`config.mk`:
```
export PLATFORM = sky130hd
export DESIGN_NAME = monitor_scheduler
export DESIGN_NICKNAME = d
export VERILOG_FILES = /design/src/rtl/monitor_pkg.sv /design/src/rtl/rr_arbiter.sv /design/src/rtl/monitor_scheduler.sv
export SDC_FILE = /design/constraint.sdc
export NUM_CORES = 1
export LEC_CHECK = 0
export BUFFER_PORTS_ARGS = -buffer_cell sky130_fd_sc_hd__clkbuf_2
export CORE_UTILIZATION = 53
export DETAILED_ROUTE_END_ITERATION = 8
export PLACE_DENSITY = 0.8
export REMOVE_ABC_BUFFERS = 1
export SYNTH_ARGS = -nofsm -noshare
export SYNTH_HDL_FRONTEND = slang
export SYNTH_SLANG_ARGS = --single-unit
```
`constraint.sdc`:
```
create_clock -name clk -period 4.1 [get_ports clk]
set_input_delay 0.82 -clock clk [delete_from_list [all_inputs] [get_ports clk]]
set_output_delay 0.82 -clock clk [all_outputs]
set_load 0.05 [all_outputs]
```
`src/rtl/monitor_pkg.sv`:
```
// Shared types and helpers for the monitor scheduler.
// States, default count width and a popcount helper used by the optional MON_CHECK_EN shadow check.
package monitor_pkg;

    typedef enum logic [1:0] {
        IDLE   = 2'd0,
        ISSUE  = 2'd1,
        SETTLE = 2'd2
    } state_e;

    localparam int CNT_W_DEF = 8;
    localparam int N_DEV_MAX = 16;

    function automatic logic [4:0] popcount(input logic [N_DEV_MAX-1:0] v);
        logic [4:0] cnt;
        cnt = '0;
        for (int i = 0; i < N_DEV_MAX; i++) begin
            cnt = cnt + {4'd0, v[i]};
        end
        return cnt;
    endfunction

endpackage

```
`src/rtl/rr_arbiter.sv`:
```
// Combinational round-robin pick: the first requester at or after ptr, wrapping from N_DEV-1 to 0.
module rr_arbiter #(
    parameter int N_DEV = 4,
    parameter int IDX_W = (N_DEV > 1) ? $clog2(N_DEV) : 1
) (
    input  logic [N_DEV-1:0] req,
    input  logic [IDX_W-1:0] ptr,
    output logic [N_DEV-1:0] grant,
    output logic [IDX_W-1:0] idx,
    output logic             valid
);

    int unsigned cand;

    always_comb begin
        grant = '0;
        idx   = '0;
        valid = 1'b0;
        cand  = 0;
        for (int i = 0; i < N_DEV; i++) begin
            cand = (int'(ptr) + i) % N_DEV;
            if (!valid && req[IDX_W'(cand)]) begin
                valid                = 1'b1;
                grant[IDX_W'(cand)]  = 1'b1;
                idx                  = IDX_W'(cand);
            end
        end
    end

endmodule

```
`src/rtl/monitor_scheduler.sv`:
```
// Round-robin scheduler sharing one active-device monitor counter between N_DEV requesters.
// Define MON_CHECK_EN to compare a shadow popcount of active_map against mon_count (sticky err).
//
// state  | meaning
// IDLE   | waiting for any dev_req; arbitrate and latch winner
// ISSUE  | dev_ack / mon_change pulse for the latched winner
// SETTLE | monitor register updates, device drops its request
module monitor_scheduler
    import monitor_pkg::*;
#(
    parameter int N_DEV = 4,
    parameter int CNT_W = CNT_W_DEF
) (
    input  logic             clk,
    input  logic             rst,
    input  logic [N_DEV-1:0] dev_req,
    input  logic [N_DEV-1:0] dev_on,
    output logic [N_DEV-1:0] dev_ack,
    output logic             mon_change,
    output logic             mon_on_off,
    input  logic [CNT_W-1:0] mon_count,
    output logic [N_DEV-1:0] active_map,
    output logic             busy,
    output logic             err
);

    localparam int IDX_W = (N_DEV > 1) ? $clog2(N_DEV) : 1;

    state_e           state_q, state_d;
    logic [IDX_W-1:0] ptr_q, ptr_d;
    logic [IDX_W-1:0] win_q, win_d;
    logic             on_q, on_d;
    logic [N_DEV-1:0] active_q, active_d;
    logic [N_DEV-1:0] ack_q, ack_d;
    logic             chg_q, chg_d;
    logic             onoff_q, onoff_d;

    logic [N_DEV-1:0] arb_grant;
    logic [IDX_W-1:0] arb_idx;
    logic             arb_valid;

    rr_arbiter #(
        .N_DEV (N_DEV),
        .IDX_W (IDX_W)
    ) u_arb (
        .req   (dev_req),
        .ptr   (ptr_q),
        .grant (arb_grant),
        .idx   (arb_idx),
        .valid (arb_valid)
    );

    always_comb begin
        state_d  = state_q;
        ptr_d    = ptr_q;
        win_d    = win_q;
        on_d     = on_q;
        active_d = active_q;
        ack_d    = '0;
        chg_d    = 1'b0;
        onoff_d  = 1'b0;
        case (state_q)
            IDLE: begin
                if (arb_valid) begin
                    win_d   = arb_idx;
                    on_d    = dev_on[arb_idx];
                    // Pulses are registered so they appear exactly during ISSUE.
                    ack_d   = arb_grant;
                    chg_d   = dev_on[arb_idx] != active_q[arb_idx];
                    onoff_d = chg_d & dev_on[arb_idx];
                    state_d = ISSUE;
                end
            end
            ISSUE: begin
                if (chg_q) begin
                    active_d[win_q] = on_q;
                end
                ptr_d   = (win_q == IDX_W'(N_DEV - 1)) ? '0 : win_q + IDX_W'(1);
                state_d = SETTLE;
            end
            SETTLE: begin
                state_d = IDLE;
            end
            default: begin
                state_d = IDLE;
            end
        endcase
    end

    always_ff @(posedge clk or negedge rst) begin
        if (!rst) begin
            state_q  <= IDLE;
            ptr_q    <= '0;
            win_q    <= '0;
            on_q     <= 1'b0;
            active_q <= '0;
            ack_q    <= '0;
            chg_q    <= 1'b0;
            onoff_q  <= 1'b0;
        end else begin
            state_q  <= state_d;
            ptr_q    <= ptr_d;
            win_q    <= win_d;
            on_q     <= on_d;
            active_q <= active_d;
            ack_q    <= ack_d;
            chg_q    <= chg_d;
            onoff_q  <= onoff_d;
        end
    end

    assign dev_ack    = ack_q;
    assign mon_change = chg_q;
    assign mon_on_off = onoff_q;
    assign active_map = active_q;
    assign busy       = (state_q != IDLE);

`ifdef MON_CHECK_EN
    logic             issued_q, issued_d;
    logic             err_q, err_d;
    logic [CNT_W-1:0] shadow_cnt;

    // Monitor has absorbed the ISSUE pulse by SETTLE, so err is visible in the first IDLE cycle.
    always_comb begin
        shadow_cnt = CNT_W'(popcount(N_DEV_MAX'(active_q)));
        issued_d   = (state_q == ISSUE) ? chg_q : 1'b0;
        err_d      = err_q;
        if (state_q == SETTLE && issued_q && shadow_cnt != mon_count) begin
            err_d = 1'b1;
        end
    end

    always_ff @(posedge clk or negedge rst) begin
        if (!rst) begin
            issued_q <= 1'b0;
            err_q    <= 1'b0;
        end else begin
            issued_q <= issued_d;
            err_q    <= err_d;
        end
    end

    assign err = err_q;
`else
    logic unused_mon_count;
    assign unused_mon_count = ^mon_count;
    assign err              = 1'b0;
`endif

endmodule

```
==> flow_summary.toml, run 1 <==
[grt]
grt_pass1_vias = 1062
grt_max_degree = 20
antenna_found_initial = 0
grt_use_total_pct = 24.2
grt_pass1_wl_mm = 4.73
overflow = 0

[power]
fin_total_pwr_mw = 1.29
leakage_nw = 0.702
worst_ir_drop_vdd_uv = 519
cellPowerDensity_nw_per_um2 = 888

[cts]
post_cts_buffers = 0
cts_buffer_depth = 2
clock_sinks = 17
path_clk_slew_ns = 0.10
h-tree-depth = 1
cts-root-buf = "clkbuf_4"
clk_latency_ns = 0.30
cts_tree = "yes"
cts_resized = 0
cts_buffers = 3
hold_buffers = 0

[yosys]
synth_edf_count = 0
synthTopCellsByCount = "17 x dfrtp_1, 15 x nor2_1, 13 x ha_1, 11 x nand2_1, 7 x inv_1"
synth_flop_cell = "dfrtp_1"
synth_cells = 128
async_flop_share_pct = 100
ys_types = 42
synth.top_cell.area_share_pct = 31.9
synth_seq_cells = 17
yosysWarnings = 0
synth.most_common_cell = "dfrtp_1"
netlist_top_cells_area = "dfrtp_1 32%, ha_1 12%, mux4_2 5.1%"
yosys.area.top_type = "dfrtp_1"
avgSynthCellArea_sq_um = 10.4
syn-cell-area_sq_um = 1330
synth_seq_area_share_pct = 31.9

[timing]
drv_slew = 0
finalSetupViolCount = 0
period_share_pct = 79.0
setup_tns_ns = 0
hold_violations = 0
finalClockSkew_ns = 0.00168
fmax_ghz = 0.309
min_period_ns = 3.24
rsz0062_at_grt = "false"

[placement]
gp_congestion = 0.830
dpl.hpwl_mm = 2.04
dp.cells = 172
io_buffers = 20

[die]
die_h_um = 52.2
ioPinCount = 30
core_sq_um = 2300
dieArea_sq_um = 2720
row_count = 17
die_w_um = 52.2
start_util_pct = 58.1

[run]
drv_cap = 0

[routing]
viasPerCell = 5.86
wirelength_mm = 2.65
initialDrtViolationCount = 19
drc = 0
drt_pass1_iterations = 4
wl_per_cell_um = 15.0
antenna_left = 0
vias = 1032

[critical_path]
worstReg2RegEnd = "mon_change$_DFF_PN0_"
max_stage_delay_ns = 0.55
arrival_ns = 3.48
r2r_start = "ptr_q[1]$_DFFE_PN0N_"
reg2reg_slack_ns = 0.86
critical_path_class = "reg -> reg"
startpoint = "ptr_q[1]$_DFFE_PN0N_"
cp-end-kind = "flip-flop"
worstPathMaxFanout = 10
r2r_cells = 10
worstPathCellList = "inv_1, ha_1, mux4_2, nor2b_2, o21ai_0, o21ai_1, mux4_2, inv_1, ha_1, nor2_1"
worst-path-buf-inv = 2
crit_end = "mon_change$_DFF_PN0_"
crit_family = "multiplexers"
critPathRequiredTime_ns = 4.34
crit_path_start_kind = "flip-flop"
cp_num_cells = 10
critPathSlowestCell = "dfrtp_1"

[layout]
antenna_cells = 0
finalNonFillerCells = 176
final_nets = 180
fill_cells = 196
area_growth_pct = 9.19
drive_above_1_share_pct = 29.1

[worst_hold_path]
hold_path_class = "in -> async"

[run_status]
status = "complete, no violations"
worst min path at each step:
stage / start / endpoint / cells after the start
2_1_floorplan: state_q[1]$_DFFE_PN0P_ / state_q[1]$_DFFE_PN0P_ / 1
3_3_place_gp: state_q[1]$_DFFE_PN0P_ / state_q[1]$_DFFE_PN0P_ / 1
5_1_grt: rst / active_map[3]$_DFFE_PN0P_ / 1
6_report: rst / active_map[3]$_DFFE_PN0P_ / 1
3_5_place_dp: state_q[1]$_DFFE_PN0P_ / state_q[1]$_DFFE_PN0P_ / 1
4_1_cts: rst / active_map[3]$_DFFE_PN0P_ / 1
layout by cell type, fill, tap and decap left out, types with 2 or more instances in the layout:
cell / n
buf_4: 2
nor3b_1: 2
mux2i_1: 3
dfrtp_1: 17
a221oi_1: 4
o21ai_0: 4
or3_4: 2
mux4_2: 3
inv_1: 7
clkbuf_4: 3
nand2_1: 11
mux2_2: 5
ha_1: 13
clkbuf_2: 20
a22oi_1: 4
nor2_1: 15
nand3_1: 2
nand2b_1: 2
and2_1: 3
a21oi_1: 3
where the power goes:
group	switching, mW	internal (mW)
logic	0.568	0.335
registers	0.0542	0.242
clock network	0.0561	0.0380
total	0.678	0.615
final cells by class:
type	instances	area, sq um	area share, %
Clock buffer	4	26.3	1.80
Timing Repair Buffer	22	115	7.90
Sequential cell	17	425	29.2
Tap cell	28	35.0	2.41
Multi-Input combinational cell	98	828	56.9
Inverter	7	26.3	1.80
logic make-up after synthesis:
group / after synthesis / share of synthesized area (%)
muxes: 12 / 13.5
AOI/OAI and AO/OA: 29 / 19.7
other: 1 / 0.281
adders and majority gates: 13 / 12.2
DFF: 17 / 31.9
and+or+nand+nor: 43 / 16.4
buffers and inverters: 13 / 6.00
flip-flops by register name, indices dropped and copies added (netlist names):
| name | flops |
|---|---|
| active_map | 4 |
| mon_on_off | 1 |
| mon_change | 1 |
| state_q | 2 |
| dev_ack | 4 |
| ptr_q | 2 |
| on_q | 1 |
| win_q | 2 |
through the flow:
step	cell area (sq um)	util, %	hold slack (ns)	worst slack (ns)
after detailed placement	1430	62.3	0.471	0.768
after CTS	1460	63.4	0.448	0.886
after floorplan	1280	-	0.435	0.994
after global placement	1430	62.3	0.461	0.844
final	1460	63.4	0.427	0.862
after global routing	1460	63.4	0.450	0.584
per-layer routing:
layer,routed length (um),up-vias,global-route usage (%)
met4,59,0,12.7
met2,1290,24,40.2
met5,0,-,0
li1,-,503,-
met3,80,8,4.97
met1,1210,497,29.2
worst register-to-register path: stages, from the launching register on:
cell and delay, ns:
dfrtp_1 0.55, inv_1 0.22, ha_1 0.45, mux4_2 0.43
nor2b_2 0.29, o21ai_0 0.12, o21ai_1 0.19, mux4_2 0.55
inv_1 0.08, ha_1 0.22, nor2_1 0.09
Power figures use the tool's default switching activity.
==> run 2, diff against run 1 <==
--- a/config.mk
+++ b/config.mk
@@ -5,10 +5,12 @@
 export SDC_FILE = /design/constraint.sdc
 export NUM_CORES = 1
 export LEC_CHECK = 0
+export ABC_AREA = 1
 export BUFFER_PORTS_ARGS = -buffer_cell sky130_fd_sc_hd__clkbuf_2
-export CORE_UTILIZATION = 53
+export CORE_ASPECT_RATIO = 2
+export CORE_UTILIZATION = 48
 export DETAILED_ROUTE_END_ITERATION = 8
-export PLACE_DENSITY = 0.8
+export PLACE_DENSITY = 0.77
 export REMOVE_ABC_BUFFERS = 1
 export SYNTH_ARGS = -nofsm -noshare
 export SYNTH_HDL_FRONTEND = slang
==> constraint.sdc (replaced) <==
create_clock -name clk -period 2.9 [get_ports clk]
set_input_delay 0.58 -clock clk [delete_from_list [all_inputs] [get_ports clk]]
set_output_delay 0.58 -clock clk [all_outputs]
set_load 0.05 [all_outputs]
==> run 2 against run 1 <==
- synthesized cell count rose by 36%
- global-route usage fell by 1.6 points
- routed wire length rose by 9.6%
- fmax rose by 31%
- clock skew rose by 0.00055 ns
- sequential share of layout area fell by 0.71 points
- register-to-register slack got worse by 0.42 ns
- flip-flop and latch count did not move
- critical path depth rose by 3
- non-clock buffer count did not move
- critical path type unchanged
- largest cell class unchanged
==> flow_summary.toml, run 2 <==
[cts]
cts_resized = 0
cts-root-buf = "clkbuf_8"
path_clk_slew_ns = 0.06
clk_latency_ns = 0.25
cts_buffers = 3
post_cts_buffers = 0
hold_buffers = 0
cts_tree = "yes"
clock_sinks = 17
h-tree-depth = 1
cts_buffer_depth = 2

[grt]
grt_use_total_pct = 22.5
overflow = 0
grt_pass1_wl_mm = 4.80
grt_max_degree = 18
grt_pass1_vias = 1175
antenna_found_initial = 0

[routing]
wl_per_cell_um = 12.8
drt_pass1_iterations = 4
initialDrtViolationCount = 47
wl_met3_um = 63
viasPerCell = 5.24
top_layer_used = "met4"
antenna_left = 0
wl_met1_mm = 1.04
vias = 1184
wirelength_mm = 2.90
drc = 0
dr_wl_met2_mm = 1.73

[timing]
setup_tns_ns = 0
finalClockSkew_ns = 0.00223
rsz0062_at_grt = "false"
drv_slew = 0
min_period_ns = 2.46
period_share_pct = 84.9
fmax_ghz = 0.406
hold_violations = 0
finalSetupViolCount = 0
finalWorstSetupSlack_ns = 0.438

[yosys]
synth_xor_area_share_pct = 0
synth.most_common_cell = "nand2_1"
yosysWarnings = 0
synth_flop_cell = "dfrtp_1"
synth_seq_cells = 17
netlist_top_cells_area = "dfrtp_1 32%, nand2_1 14%, ha_1 12%"
yosys.area.top_type = "dfrtp_1"
ys_types = 24
synth_compound_area_share_pct = 8.85
synth_edf_count = 0
synthSimpleGateAreaFrac_pct = 36.8
synth.top_cell.area_share_pct = 32.4
async_flop_share_pct = 100
synth_fa_ha_area_share_pct = 12.4
synthTopCellsByCount = "48 x nand2_1, 23 x inv_1, 17 x dfrtp_1, 16 x nand3_1"
synth_top_family_by_area = "simple AND/OR/NAND/NOR gates"
synth_seq_area_share_pct = 32.4
synth_cells = 174
syn-cell-area_sq_um = 1320
synthMuxAreaShare_pct = 0
avgSynthCellArea_sq_um = 7.56

[critical_path]
cp-end-kind = "flip-flop"
critical_path_class = "reg -> reg"
critPathRequiredTime_ns = 3.07
worstPathCellList = "inv_2, ha_1, inv_1, nand3_1, nand2_1, nand4_4, nand2_4, nand2_4, nand2_1, nand3_1, and2_1, ha_1, nor2_1"
critPathSlowestCell = "dfrtp_1"
arrival_ns = 2.64
max_stage_delay_ns = 0.39
worstPathMaxFanout = 9
crit_path_start_kind = "flip-flop"

[layout]
antenna_cells = 0
drive_above_1_share_pct = 25.3
final_nets = 230
area_growth_pct = 13.5
fill_cells = 230
layout_common_cells = "48 x nand2_1, 23 x inv_1, 20 x clkbuf_2"
final_common_cell = "nand2_1"
finalNonFillerCells = 226
postLayoutCellArea_sq_um = 1490

[die]
ioPinCount = 30
die_w_um = 39.0
row_count = 26
start_util_pct = 51.2
core_sq_um = 2570
die_h_um = 76.0
dieArea_sq_um = 2970

[run_status]
status = "complete, no violations"

[placement]
dp.cells = 222
dpl.hpwl_mm = 2.39
gp_congestion = 0.789
placed_area_sq_um = 1450
io_buffers = 20
dpl_worst_slack_ns = 0.461

[run]
drv_cap = 0

[worst_hold_path]
hold_path_class = "in -> async"
-- run 2: cell families (layout without fill, tap and decap cells) --
group,count (synthesis),count (layout)
compound gates,22,22
simple gates,92,92
fa+ha+maj,13,13
flops,17,17
other cells,1,1
buf+inv,29,53
-- run 2: final cells by class --
| class | count | area [sq um] | share of cell area [%] |
|---|---|---|---|
| Multi-Input combinational cell | 128 | 767 | 51.4 |
| Clock inverter | 1 | 5.00 | 0.335 |
| Inverter | 27 | 104 | 6.96 |
| Tap cell | 28 | 35.0 | 2.35 |
| Clock buffer | 3 | 41.3 | 2.77 |
| Sequential cell | 17 | 425 | 28.5 |
| Timing Repair Buffer | 22 | 115 | 7.71 |
-- run 2: through the flow --
stage	util (%)	hold WS [ns]
2_1_floorplan	-	0.284
3_3_place_gp	56.3	0.453
3_5_place_dp	56.3	0.471
4_1_cts	58.1	0.258
5_1_grt	58.1	0.272
6_report	58.1	0.244
-- run 2: worst paths after layout --
| check | slack, ns | cells after the start | end | from |
|---|---|---|---|---|
| max | 0.44 | 13 | mon_change$_DFF_PN0_ | ptr_q[1]$_DFFE_PN0N_ |
| min | 0.24 | 1 | on_q$_DFFE_PN0P_ | rst |
| max reg2reg | 0.44 | 13 | mon_change$_DFF_PN0_ | ptr_q[1]$_DFFE_PN0N_ |
| min reg2reg | 0.49 | 1 | state_q[1]$_DFFE_PN0P_ | state_q[1]$_DFFE_PN0P_ |
| max in group asynchronous | 2.36 | 1 | ptr_q[1]$_DFFE_PN0N_ | rst |
| min in group clk | 0.49 | 1 | state_q[1]$_DFFE_PN0P_ | state_q[1]$_DFFE_PN0P_ |
-- run 2: layer usage --
metal  GRT usage [%]  up-vias
li1                -      591
met1            21.2      557
met2            42.7       29
met3            2.04        7
met4            11.0        0
met5               0        -
-- run 2: critical path: cells and delay by family (launching register included) --
kind	cells	cell delay, ns
buffers and inverters	2	0.31
DFF	1	0.39
and+or+nand+nor	9	1.03
adders and majority gates	2	0.61
Power of run 2 is left out: the tool's default activity adds up to more than one toggle a clock period on the data nets, which glitch-free logic cannot reach.
==> run 3, diff against run 2 <==
--- a/config.mk
+++ b/config.mk
@@ -7,10 +7,9 @@
 export LEC_CHECK = 0
 export ABC_AREA = 1
 export BUFFER_PORTS_ARGS = -buffer_cell sky130_fd_sc_hd__clkbuf_2
-export CORE_ASPECT_RATIO = 2
-export CORE_UTILIZATION = 48
+export CORE_UTILIZATION = 53
 export DETAILED_ROUTE_END_ITERATION = 8
-export PLACE_DENSITY = 0.77
+export PLACE_DENSITY = 0.81
 export REMOVE_ABC_BUFFERS = 1
 export SYNTH_ARGS = -nofsm -noshare
 export SYNTH_HDL_FRONTEND = slang
==> constraint.sdc (replaced) <==
create_clock -name clk -period 2.55 [get_ports clk]
set_input_delay 0.51 -clock clk [delete_from_list [all_inputs] [get_ports clk]]
set_output_delay 0.51 -clock clk [all_outputs]
set_load 0.05 [all_outputs]
==> run 3 against run 2 <==
- hold slack lost 0.13 ns
- global-route usage increased by 1.4 points
- sequential share of layout area rose by 0.072 points
- register-to-register slack lost 0.20 ns
- critical path type unchanged
- critical endpoint unchanged
- largest cell class unchanged
==> flow_summary.toml, run 3 (same netlist as run 2, synthesis figures left out) <==
[cts]
cts_resized = 0
cts_tree = "yes"
clock_sinks = 17
path_clk_slew_ns = 0.10
cts_buffer_depth = 2
post_cts_buffers = 0
cts-root-buf = "clkbuf_4"
hold_buffers = 0
h-tree-depth = 1
cts_buffers = 3
clk_latency_ns = 0.30

[timing]
finalClockSkew_ns = 0.0132
fmax_ghz = 0.433
min_period_ns = 2.31
rsz0062_at_grt = "false"
hold_violations = 0
setup_tns_ns = 0
finalSetupViolCount = 0
drv_slew = 0
period_share_pct = 90.7

[routing]
wirelength_mm = 2.78
drc = 0
wl_per_cell_um = 12.2
antenna_left = 0
initialDrtViolationCount = 29
viasPerCell = 5.21
vias = 1189
drt_pass1_iterations = 4

[critical_path]
critPathRequiredTime_ns = 2.78
arrival_ns = 2.54
crit_path_start_kind = "flip-flop"
r2r_cells = 13
worstPathMaxFanout = 6
cp-end-kind = "flip-flop"
critical_path_class = "reg -> reg"

[die]
start_util_pct = 57.8
die_w_um = 51.8
core_sq_um = 2280
ioPinCount = 30
dieArea_sq_um = 2680
row_count = 17
die_h_um = 51.8

[placement]
placed_area_sq_um = 1460
io_buffers = 20
gp_congestion = 0.799
dpl.hpwl_mm = 2.24

[layout]
final_common_cell = "nand2_1"
postLayoutCellArea_sq_um = 1490
antenna_cells = 0
drive_above_1_share_pct = 26.5
area_growth_pct = 13.2
final_nets = 232
layout_common_cells = "48 x nand2_1, 22 x inv_1, 20 x clkbuf_2"

[grt]
grt_pass1_wl_mm = 4.64
grt_pass1_vias = 1113
grt_use_total_pct = 24.0
antenna_found_initial = 0
overflow = 0
grt_max_degree = 18

[worst_hold_path]
hold_path_class = "in -> async"

[run]
drv_cap = 0

[run_status]
status = "complete, no violations"
-- run 3: worst paths after layout --
kind | slack [ns] | to | from
max | 0.24 | mon_change$_DFF_PN0_ | ptr_q[0]$_DFFE_PN0N_
min | 0.11 | mon_on_off$_DFF_PN0_ | rst
min reg2reg | 0.50 | state_q[1]$_DFFE_PN0P_ | state_q[1]$_DFFE_PN0P_
max reg2reg | 0.24 | mon_change$_DFF_PN0_ | ptr_q[0]$_DFFE_PN0N_
max in group asynchronous | 2.15 | dev_ack[1]$_DFF_PN0_ | rst
min in group clk | 0.50 | state_q[1]$_DFFE_PN0P_ | state_q[1]$_DFFE_PN0P_
-- run 3: through the flow --
step | util (%) | hold WS, ns | setup WS [ns] | instances
4_1_cts | 65.4 | 0.134 | 0.212 | 228
3_3_place_gp | 64.2 | 0.446 | 0.268 | 224
3_5_place_dp | 64.2 | 0.463 | 0.244 | 224
2_1_floorplan | - | 0.214 | 0.0446 | 172
6_report | 65.4 | 0.109 | 0.238 | 228
5_1_grt | 65.4 | 0.129 | 0.0424 | 228
-- run 3: worst max-delay path, stage by stage, from the launching register on --
cell and delay (ns):
dfrtp_1 0.38, inv_2 0.05, ha_1 0.36, inv_2 0.12, nand3_1 0.11, nand2_1 0.14
nand4_4 0.16, nand2_4 0.13, nand2_4 0.07, nand2_2 0.06, nand3_2 0.07, and2_1 0.17
ha_1 0.30, nor2_1 0.13
-- run 3: final cells by class --
cell class / instances / area (sq um)
repair buffers: 24 / 130
well taps: 28 / 35.0
inverters: 27 / 104
multi-input cells: 128 / 767
flip-flops and latches: 17 / 425
clock inverters: 1 / 5.00
clock buffers: 3 / 22.5
fillers: 198 / 787
-- run 3: routing by layer --
metal | track usage [%] | part of all wire [%] | vias up
li1 | - | - | 603
met1 | 30.0 | 44 | 536
met2 | 38.7 | 50 | 45
met3 | 5.56 | 4.8 | 5
met4 | 11.3 | 1.5 | 0
met5 | 0 | 0 | -
Power of run 3 is left out for the same reason.
